### src/rtl/hilo_mdu_ctrl.sv
// hilo_mdu_ctrl: iterative MULT/DIV sequencer and sole HI/LO write source, with EX-stage stall
module hilo_mdu_ctrl #(
  parameter int WIDTH = 32,
  parameter int CNT_W = 6
) (
  input  logic             clk,
  input  logic             resetn,
  input  logic             start,
  input  logic [2:0]       op,
  input  logic [WIDTH-1:0] src_a,
  input  logic [WIDTH-1:0] src_b,
  input  logic             flush,
  output logic             stall,
  output logic             done,
  output logic             hi_we,
  output logic             lo_we,
  output logic [WIDTH-1:0] hi_i,
  output logic [WIDTH-1:0] lo_i
);
  typedef enum logic [1:0] {IDLE, MUL, DIV, DONE} state_t;
  state_t state;
  logic [CNT_W-1:0] cnt;
  logic [2*WIDTH-1:0] acc;
  logic [WIDTH-1:0] bm, am, bmag, quo, rem;
  logic [2*WIDTH-1:0] prod;
  logic [WIDTH:0] msum, dtry;
  logic neg_p, neg_r, is_div, supp, sa, sb, req, go, mthi, mtlo, wr, last;
  assign req  = resetn & start & ~flush & (state == IDLE);
  assign go   = req & ~op[2];
  assign mthi = req & (op == 3'b100);
  assign mtlo = req & (op == 3'b101);
  assign sa   = ~op[0] & src_a[WIDTH-1];
  assign sb   = ~op[0] & src_b[WIDTH-1];
  assign am   = sa ? -src_a : src_a;
  assign bmag = sb ? -src_b : src_b;
  assign msum = {1'b0, acc[2*WIDTH-1:WIDTH]} + {1'b0, bm & {WIDTH{acc[0]}}};
  assign dtry = {acc[2*WIDTH-1:WIDTH], acc[WIDTH-1]} - {1'b0, bm};
  assign prod = neg_p ? -acc : acc;
  assign quo  = neg_p ? -acc[WIDTH-1:0] : acc[WIDTH-1:0];
  assign rem  = neg_r ? -acc[2*WIDTH-1:WIDTH] : acc[2*WIDTH-1:WIDTH];
  assign last = cnt == CNT_W'(WIDTH - 1);
  assign wr   = resetn & (state == DONE) & ~supp & ~flush;
  // Output decode: single-cycle moves pass through, iterative results appear only in DONE
  always_comb begin
    stall = resetn & ((state == MUL) | (state == DIV) | go);
    done  = resetn & (state == DONE);
    hi_we = wr | mthi;
    lo_we = wr | mtlo;
    hi_i  = wr ? (is_div ? rem : prod[2*WIDTH-1:WIDTH]) : mthi ? src_a : '0;
    lo_i  = wr ? (is_div ? quo : prod[WIDTH-1:0]) : mtlo ? src_a : '0;
  end
  // Sequencer: latch magnitudes on start, then one shift-add or restoring step per cycle
  always_ff @(posedge clk or negedge resetn) begin
    if (!resetn) begin
      state  <= IDLE;
      cnt    <= '0;
      acc    <= '0;
      bm     <= '0;
      neg_p  <= 1'b0;
      neg_r  <= 1'b0;
      is_div <= 1'b0;
      supp   <= 1'b0;
    end else if (flush) begin
      state <= IDLE;
    end else begin
      case (state)
        IDLE: if (go) begin
          cnt    <= '0;
          acc    <= {{WIDTH{1'b0}}, am};
          bm     <= bmag;
          neg_p  <= sa ^ sb;
          neg_r  <= sa;
          is_div <= op[1];
          supp   <= op[1] & (src_b == '0);
          state  <= op[1] ? ((src_b == '0) ? DONE : DIV) : MUL;
        end
        MUL: begin
          acc   <= {msum, acc[WIDTH-1:1]};
          cnt   <= cnt + 1'b1;
          state <= last ? DONE : MUL;
        end
        DIV: begin
          acc   <= dtry[WIDTH] ? {acc[2*WIDTH-2:0], 1'b0} : {dtry[WIDTH-1:0], acc[WIDTH-2:0], 1'b1};
          cnt   <= cnt + 1'b1;
          state <= last ? DONE : DIV;
        end
        default: state <= IDLE;
      endcase
    end
  end
endmodule

### config.mk
export PLATFORM = sky130hd
export DESIGN_NAME = hilo_mdu_ctrl
export DESIGN_NICKNAME = d
export VERILOG_FILES = /design/src/rtl/hilo_mdu_ctrl.sv
export SDC_FILE = /design/constraint.sdc
export NUM_CORES = 1
export LEC_CHECK = 0
export CAP_MARGIN = 20
export CORE_MARGIN = 4
export CORE_UTILIZATION = 35
export DETAILED_ROUTE_END_ITERATION = 8
export GPL_TIMING_DRIVEN = 1
export PLACE_DENSITY = 0.63
export SYNTH_ARGS = -nofsm -noshare
export SYNTH_HDL_FRONTEND = slang
export SYNTH_SLANG_ARGS = --single-unit
### constraint.sdc
create_clock -name clk -period 10.14 [get_ports clk]
set_clock_uncertainty 0.1 [all_clocks]
set_input_delay 2.028 -clock clk [delete_from_list [all_inputs] [get_ports clk]]
set_output_delay 2.028 -clock clk [all_outputs]
set_load 0.03 [all_outputs]
### After elaboration in Yosys (flattened, before gate mapping)

Index checks and enable logic that the tools add are counted.

* $add $sub $neg: 8
* multipliers: 0
* div/mod/pow operators: 0
* magnitude comparators: 0
* equality and inequality tests: 8
* shift-type cells: 0
* muxes and demuxes: 23
* bitwise logic cells: 23
* reductions and logical operators: 8

Operator list (number)
* $mux W32: 10
* $mux W64: 3
* $pmux W64 S3: 1
* $neg A32 Y32: 4
* $neg A64 Y64: 1
* $add A32 B32 Y33: 1
* $sub A33 B32 Y33: 1
* $and A32 B32 Y32: 1
* $logic_not A32 Y1: 1
* $and A1 B1 Y1: 13
* $pmux W6 S2: 1
* $reduce_and A3 Y1: 3
* $mux W2: 4
* $add A6 B1 Y6 const B: 1
* $eq A3 B3 Y1 const B: 2
* $eq A6 B5 Y1 const B: 1
* $mux W6: 1
* $pmux W2 S3: 1
* $eq A2 B2 Y1 const B: 2
* $not A1 Y1: 4
* $or A1 B1 Y1: 4
* $ne A3 B3 Y1 const B: 1
* $reduce_bool A3 Y1: 1
* $eq A2 B1 Y1 const B: 1
* other kinds (6): 7

* flip-flop bits (word level): 108
* latch bits: 0
* RAM bits: 0
* memory bits (read-only): 0
* input bits: 71
* logic and storage cells: 78
* memories: 0

### Longest topological paths before layout

Gate-level depths: netlist of run 1.

* word-level depth: 7
* mapped depth: 15
* gate-level depth less buffers: 14

### Least setup slack after synthesis of run 1

Ideal clock, no wire load.

* path type: in2out
* start point: input flush
* end point: output hi_i[17]
* arrival: 3464 ps
* data required time: 8012 ps
* slack: 4548 ps
* stages: 5
* cell sequence: or3_1 -> clkbuf_1 -> clkbuf_1 -> clkbuf_1 -> o22ai_1

* longest elaborated chain between the ends: 6

RTL lines
* start, declared: RTL line 12 `input logic flush,`
* $not A1 Y1 (no line) (*)
* $and A1 B1 Y1 (2 in a row): RTL line 28 `assign req = resetn & start & ~flush & (state == IDLE);`
* $and A1 B1 Y1: RTL line 30 `assign mthi = req & (op == 3'b100);`
* $mux W32: RTL line 49 `hi_i = wr ? (is_div ? rem : prod[2*WIDTH-1:WIDTH]) : mthi ? src_a : '0;`
* $mux W32 (*): RTL line 49
* end, declared: RTL line 17 `output logic [WIDTH-1:0] hi_i,`

Mark *: on every way between the ends. The rest lies on a longest branch, timed or not.

### Worst setup path in the final report of run 1

* start point: input flush
* end point: output lo_i[24]

* longest elaborated chain between the ends: 6

RTL lines
* $not A1 Y1 (no line) (*)
* $and A1 B1 Y1 (2 in a row): RTL line 28
* $and A1 B1 Y1: RTL line 31 `assign mtlo = req & (op == 3'b101);`
* $mux W32: RTL line 50 `lo_i = wr ? (is_div ? quo : prod[WIDTH-1:0]) : mtlo ? src_a : '0;`
* $mux W32 (*): RTL line 50
* end, declared: RTL line 18 `output logic [WIDTH-1:0] lo_i`

Marks and branches as above.

==> qor.txt, run 1 <==
PortBufs: 138
Post-synthesis sequential area ratio: 21.98%
CP Capture Type: primary output
Avg Vias per Cell: 5.808
Hold Path Class: reg -> reg
CTS tree: done
Num CTS Buffers: 9
Area Growth Syn to Fin: 15.82%
Worst setup SP type: input port
Number of synthesized flops with an enable pin: 0
Fraction of layout cells with a size suffix above 1: 3.356%
Clock sink total: 108
Initial antenna violation count: 0
Final Slew Violations: 0
Syn_nets: 1,811
Clock Latency Late Sink: 0.37 ns
Synth Register Bits: 108
Routing usage on met1: 27.83%
Final #Nets: 1,871
H-tree depth: 3
Grt ovf: 0
Antenna violation net count after detailed routing: 0
Share of the synthesized area in the top cell type: 21.98%
Mapped Area: 12,300 um^2
Largest net degree at the start of global routing: 100
Initial DRC Count: 870
R2R depth: 14
Max Cap Viol: 0
Sw Pwr: 0.001375 W
Cell taking the most area after synthesis: dfrtp_1
Comb power frac: 58.1%
Tcrit/Tclk final: 70.45%
Busiest metal layer after global routing: met2
Die Span Y: 195.4 um
Crit Reg-Reg Startpoint: acc[31]
Min-delay src: bm[16]
Finish-stage setup viols: 0
Status: completed
Number of synthesis warnings: 0
Sequential Power Share: 28.5%
CTS Hold Bufs: 0
Sw Ratio: 51.13%
Worst hold path depth: 2
Num rows: 68
Met3 global-route usage: 3.054%
Setup slack, reg-to-reg: 5.01 ns
Die area: 38,200 um^2
DRC violations left: 0
Total Neg Setup Slack: 0 ns
Crit Path Max Fanout: 99
Pleak: 5.909 nW
Clk pwr share: 13.4%
Max clock buf depth: 2
Synthesized area per cell: 7.390 um^2
Final core occ: 41.13%
Worst Hold End: bm[16]
Synth Flop Type: dfrtp_1
PD cells: 188.8 nW/um^2
Post-CTS setup buffer count: 0
Router iterations before antenna repair: 5
Initial core utilization: 35.51%
Hold Vio Cnt, Final: 0
Vias: 12,679
Routed WL per cell: 19.00 um
First-pass GRT wire length: 65,330 um
Cell internal pwr: 0.001314 W
Post-CTS sizing: 0
Peak VDD IR: 0.1368 mV
WP data required: 8.01 ns
Post-synthesis async set-or-reset flop share: 100.0%
Crit path kind: in -> out
Critical path arrival: 5.02 ns
Cells after synthesis: 1,664
FF-to-FF End: acc[59]
Met2 Resource Use GR: 34.33%
CTS root buf: clkbuf_16
Width of the die: 195.4 um
DP HPWL: 31,860 um
Number of global-route vias before repair: 11,855
Gr usage total: 20.79%
Max transition margin: 29.07%
Core area: 34,630 um^2
Worst slew pin tran: 1.061 ns
GP Congestion: 0.9207
Post-synthesis cell type count: 76
RSZ-0062 raised after global routing: no
Clk slew on worst S/H paths: 0.08 ns
Max Freq: 140.0 MHz
# IOs: 139
Ranking of synthesized cells by area: dfrtp_1, o21ai_0, ha_1
Antenna Cells: 0
Final min period: 7.144 ns
Final wirelength: 41,480 um
==> cells in the final DEF (no fill, tap or decap), types with 7 or more instances in the layout <==
cell | netlist | routed
a21o_1 | 31 | 31
a21oi_1 | 99 | 99
a22o_1 | 9 | 9
a22oi_1 | 42 | 42
a31oi_1 | 10 | 10
and3_1 | 9 | 9
buf_4 | 3 | 15
clkbuf_16 | 0 | 9
clkdlybuf4s50_1 | 0 | 137
dfrtp_1 | 108 | 108
ha_1 | 74 | 73
inv_1 | 69 | 69
mux2i_1 | 33 | 33
nand2_1 | 224 | 224
nand2b_1 | 22 | 21
nand3_1 | 26 | 26
nand4_1 | 9 | 9
nor2_1 | 112 | 112
nor2b_1 | 15 | 15
nor3_1 | 32 | 32
nor3b_1 | 7 | 7
nor4_1 | 16 | 16
o211ai_1 | 13 | 13
o21a_1 | 7 | 7
o21ai_0 | 200 | 200
o221ai_1 | 7 | 7
o22ai_1 | 46 | 46
o31ai_1 | 25 | 25
o41ai_1 | 12 | 12
or3_1 | 25 | 24
or4_1 | 11 | 11
xnor2_1 | 84 | 84
xor2_1 | 83 | 83
==> synth_stat cells (all sizes together) (10+ instances only) <==
master,instances
nand2,224
o21ai,207
nor2,112
dfrtp,108
a21oi,99
clkbuf,95
xnor2,85
xor2,83
ha,74
inv,69
o22ai,46
a22oi,42
mux2i,33
nor3,32
a21o,31
nand3,26
or3,26
o31ai,25
nand2b,22
nor4,17
nor2b,15
o211ai,13
o41ai,13
or4,13
a31oi,10
nand4,10
==> metrics by stage <==
stage	cell area [um^2]	setup WS [ns]	instances	hold WS, ns	total power, W
floorplan	12300	4.548	1664	0.3438	0.001869
detailed placement	13930	2.463	2166	0.3725	0.002321
global placement	13930	2.577	2166	0.3628	0.002303
global route	14240	2.752	2183	0.3958	0.002909
finish	14240	2.996	2183	0.3835	0.002689
CTS	14220	2.466	2181	0.3913	0.002684
==> how the worst max path moves through the flow <==
stage,start,endpoint,slack (ns)
final,flush,lo_i[24],3.00
after global routing,resetn,lo_i[25],2.75
after CTS,resetn,hi_i[29],2.47
after detailed placement,resetn,hi_i[29],2.46
after global placement,resetn,hi_i[20],2.58
after floorplan,flush,hi_i[17],4.55
==> power groups by stage <==
stage | clock [W] | sequential [W] | combinational (W)
floorplan | 0 | 0.000667 | 0.00120
global placement | 0 | 0.000770 | 0.00153
detailed placement | 0 | 0.000773 | 0.00155
CTS | 0.000367 | 0.000764 | 0.00155
global route | 0.000383 | 0.000791 | 0.00174
finish | 0.000361 | 0.000766 | 0.00156
==> routing by layer <==
| metal | vias to the layer above | share of wire [%] |
|---|---|---|
| met2 | 403 | 46 |
| li1 | 6137 | - |
| met1 | 6065 | 45 |
| met5 | - | 0 |
| met3 | 74 | 5.2 |
| met4 | 0 | 3.4 |
==> registers in the layout (all words and copies together) (netlist names) <==
register and flops:
acc 64, bm 32, cnt 6, is_div 1, neg_p 1, neg_r 1
state 2, supp 1
==> layout make-up <==
class                   instances  area (um^2)
multi-input cells            1382         8922
inverters                      70        262.8
repair buffers                153         1499
clock inverters                 6        61.31
well taps                     455        569.3
clock buffers                   9        225.2
flip-flops and latches        108         2703
fillers                      3618        20390
==> worst max-delay path, stage by stage <==
cell and delay, ns:
clkdlybuf4s50_1 0.55, or3_2 0.15, buf_4 0.63, and3_1 0.70, nand2_1 0.12, o21ai_0 0.09
clkdlybuf4s50_1 0.70
==> logic make-up (layout without fill, tap and decap cells) <==
group	Yosys count	count (layout)	synth area share (%)
AOI/OAI and AO/OA	558	558	28.39
xor gates and xnor gates	168	168	12.12
adders and majority gates	76	76	7.855
buffers and inverters	174	238	5.515
DFF	108	108	21.98
muxes	37	37	3.053
and+or+nand+nor	543	543	21.09
(Power assumes the default switching activity.)
==> inputs of run 2 (changes only) <==
- clock period: 10.14 -> 7.1 ns (I/O delays scaled with it)
==> qor.txt, run 2 (synthesis gave the netlist of run 1 again) <==
Status: completed (unchanged)
Fraction of layout cells with a size suffix above 1: 3.691% (was 3.356%)
Total Neg Setup Slack: 0 ns (unchanged)
Antenna violation net count after detailed routing: 0 (unchanged)
Critical path arrival: 4.54 ns (was 5.02 ns)
R2R depth: 14 (unchanged)
Top flop regs: acc x64, bm x32, cnt x6 (unchanged)
Number of flip-flops under the largest register name: 64 (unchanged)
Tcrit/Tclk final: 85.31%
WP data required: 5.58 ns (was 8.01 ns)
Clk slew on worst S/H paths: 0.09 ns (was 0.08 ns)
Hold Vio Cnt, Final: 0 (unchanged)
Number of global-route vias before repair: 11,873 (was 11,855)
Pleak: 5.938 nW (was 5.909 nW)
RSZ-0062 raised after global routing: no (unchanged)
Gr usage total: 20.70% (was 20.79%)
Final wirelength: 41,010 um (was 41,480 um)
# IOs: 139 (unchanged)
Die area: 38,200 um^2 (unchanged)
DP HPWL: 31,620 um (was 31,860 um)
FF-to-FF End: acc[41] (was acc[59])
CTS root buf: clkbuf_16 (unchanged)
Critical path destination: hi_i[24] (was lo_i[24])
Peak VDD IR: 0.1620 mV (was 0.1368 mV)
CP Capture Type: primary output (unchanged)
Commonest non-fill, non-tap cell in the layout: nand2_1 (unchanged)
Setup slack, reg-to-reg: 1.67 ns (was 5.01 ns)
Num CTS Buffers: 9 (unchanged)
GP Congestion: 0.9559 (was 0.9207)
Die Span Y: 195.4 um (unchanged)
Router iterations before antenna repair: 5 (unchanged)
Initial DRC Count: 1,069 (was 870)
PortBufs: 138 (unchanged)
Antenna Cells: 0 (unchanged)
Final Slew Violations: 0 (unchanged)
Initial antenna violation count: 0 (unchanged)
Core area: 34,630 um^2 (unchanged)
Clock sink total: 108 (unchanged)
Fillers: 3,597 (was 3,618)
Width of the die: 195.4 um (unchanged)
Vias: 12,592 (was 12,679)
Worst slew pin tran: 1.077 ns (was 1.061 ns)
Post-CTS setup buffer count: 0 (unchanged)
Routed WL per cell: 18.73 um (was 19.00 um)
Worst hold margin: 0.3838 ns (was 0.3835 ns)
Num rows: 68 (unchanged)
Final #Nets: 1,876 (was 1,871)
Hold Path Class: reg -> reg (unchanged)
Max Cap Viol: 0 (unchanged)
Clock Latency Late Sink: 0.37 ns (about the same)
PD cells: 269.0 nW/um^2 (was 188.8 nW/um^2)
Initial core utilization: 35.51% (unchanged)
Max clock buf depth: 2 (unchanged)
Crit path kind: reg -> out (was in -> out)
H-tree depth: 3 (unchanged)
Most frequent cells in the layout: nand2_1, o21ai_0, clkdlybuf4s50_1 (unchanged)
Max transition margin: 28.04% (was 29.07%)
CTS Hold Bufs: 0 (unchanged)
Max Freq: 165.1 MHz
Crit Reg-Reg Startpoint: acc[31] (unchanged)
Area Growth Syn to Fin: 16.17% (was 15.82%)
Final min period: 6.057 ns
Avg Vias per Cell: 5.752 (was 5.808)
CTS tree: done (unchanged)
Worst setup SP type: flip-flop (was input port)
Post-CTS sizing: 0 (unchanged)
First-pass GRT wire length: 65,230 um (was 65,330 um)
Finish-stage setup viols: 0 (unchanged)
Biggest register: acc (unchanged)
Grt ovf: 0 (unchanged)
CP Launch Point: acc[36] (was flush)
DRC violations left: 0 (unchanged)
Crit Path Max Fanout: 9 (was 99)
Largest net degree at the start of global routing: 71 (was 100)
run 2: changes by cell type in the layout (fill, tap and decap cells not counted), sizes merged:
| cell | change |
|---|---|
| buf | +5 |
| clkinv | +1 |
run 2: worst min-delay path by stage:
stage	start	to	cells past startpoint
6_report	bm[7]	bm[7]	2
4_1_cts	supp	supp	2
2_1_floorplan	supp	supp	2
3_3_place_gp	supp	supp	2
3_5_place_dp	supp	supp	2
5_1_grt	bm[6]	bm[6]	2
run 2: cell type report:
type	instances	area, um^2	share of cell area, %
clock buffer	9	225.2	1.577
clock inverter	7	73.82	0.5168
inverter	70	262.8	1.839
multi-input combinational	1382	8922	62.46
sequential	108	2703	18.92
tap	455	569.3	3.985
timing repair buffer	158	1529	10.70
run 2: through the flow:
stage	instances	worst slack [ns]	util [%]	instance area, um^2	total power [W]
3_3_place_gp	2172	1.208	40.37	13980	0.003275
3_5_place_dp	2172	1.106	40.37	13980	0.003305
4_1_cts	2188	1.067	41.23	14280	0.003833
2_1_floorplan	1664	2.319	-	12300	0.002670
5_1_grt	2189	0.9182	41.25	14290	0.004176
6_report	2189	1.043	41.25	14290	0.003843
run 2: power by group:
part	internal (W)	switching (W)	total [W]	leakage, nW
Combinational	0.000831	0.00140	0.00223	4.38
Clock	0.000249	0.000275	0.000524	0.143
Sequential	0.000804	0.000287	0.00109	1.41
Total	0.00188	0.00196	0.00384	5.94
run 2: layer usage:
layer | global-route usage [%] | vias to the layer above | wire length, um
met1 | 28.25 | 5942 | 18500
met4 | 6.672 | 0 | 1202
met3 | 2.743 | 59 | 2456
met2 | 33.99 | 441 | 18850
li1 | - | 6150 | -
met5 | 0 | - | 0
run 2: critical path, cell delays in order (launching register included):
cell,delay [ns]
dfrtp_1,0.52
or4_1,0.64
nand2b_1,0.21
or3_1,0.42
nor4_1,0.66
nand2_1,0.22
o41ai_1,0.44
xor2_1,0.15
o21ai_0,0.20
clkdlybuf4s50_1,0.70
==> inputs of run 3 (changes only) <==
- ABC_AREA: default -> 0
==> results of run 3 <==
Same layout as run 2: the final DEF is identical, and so are final timing and power.
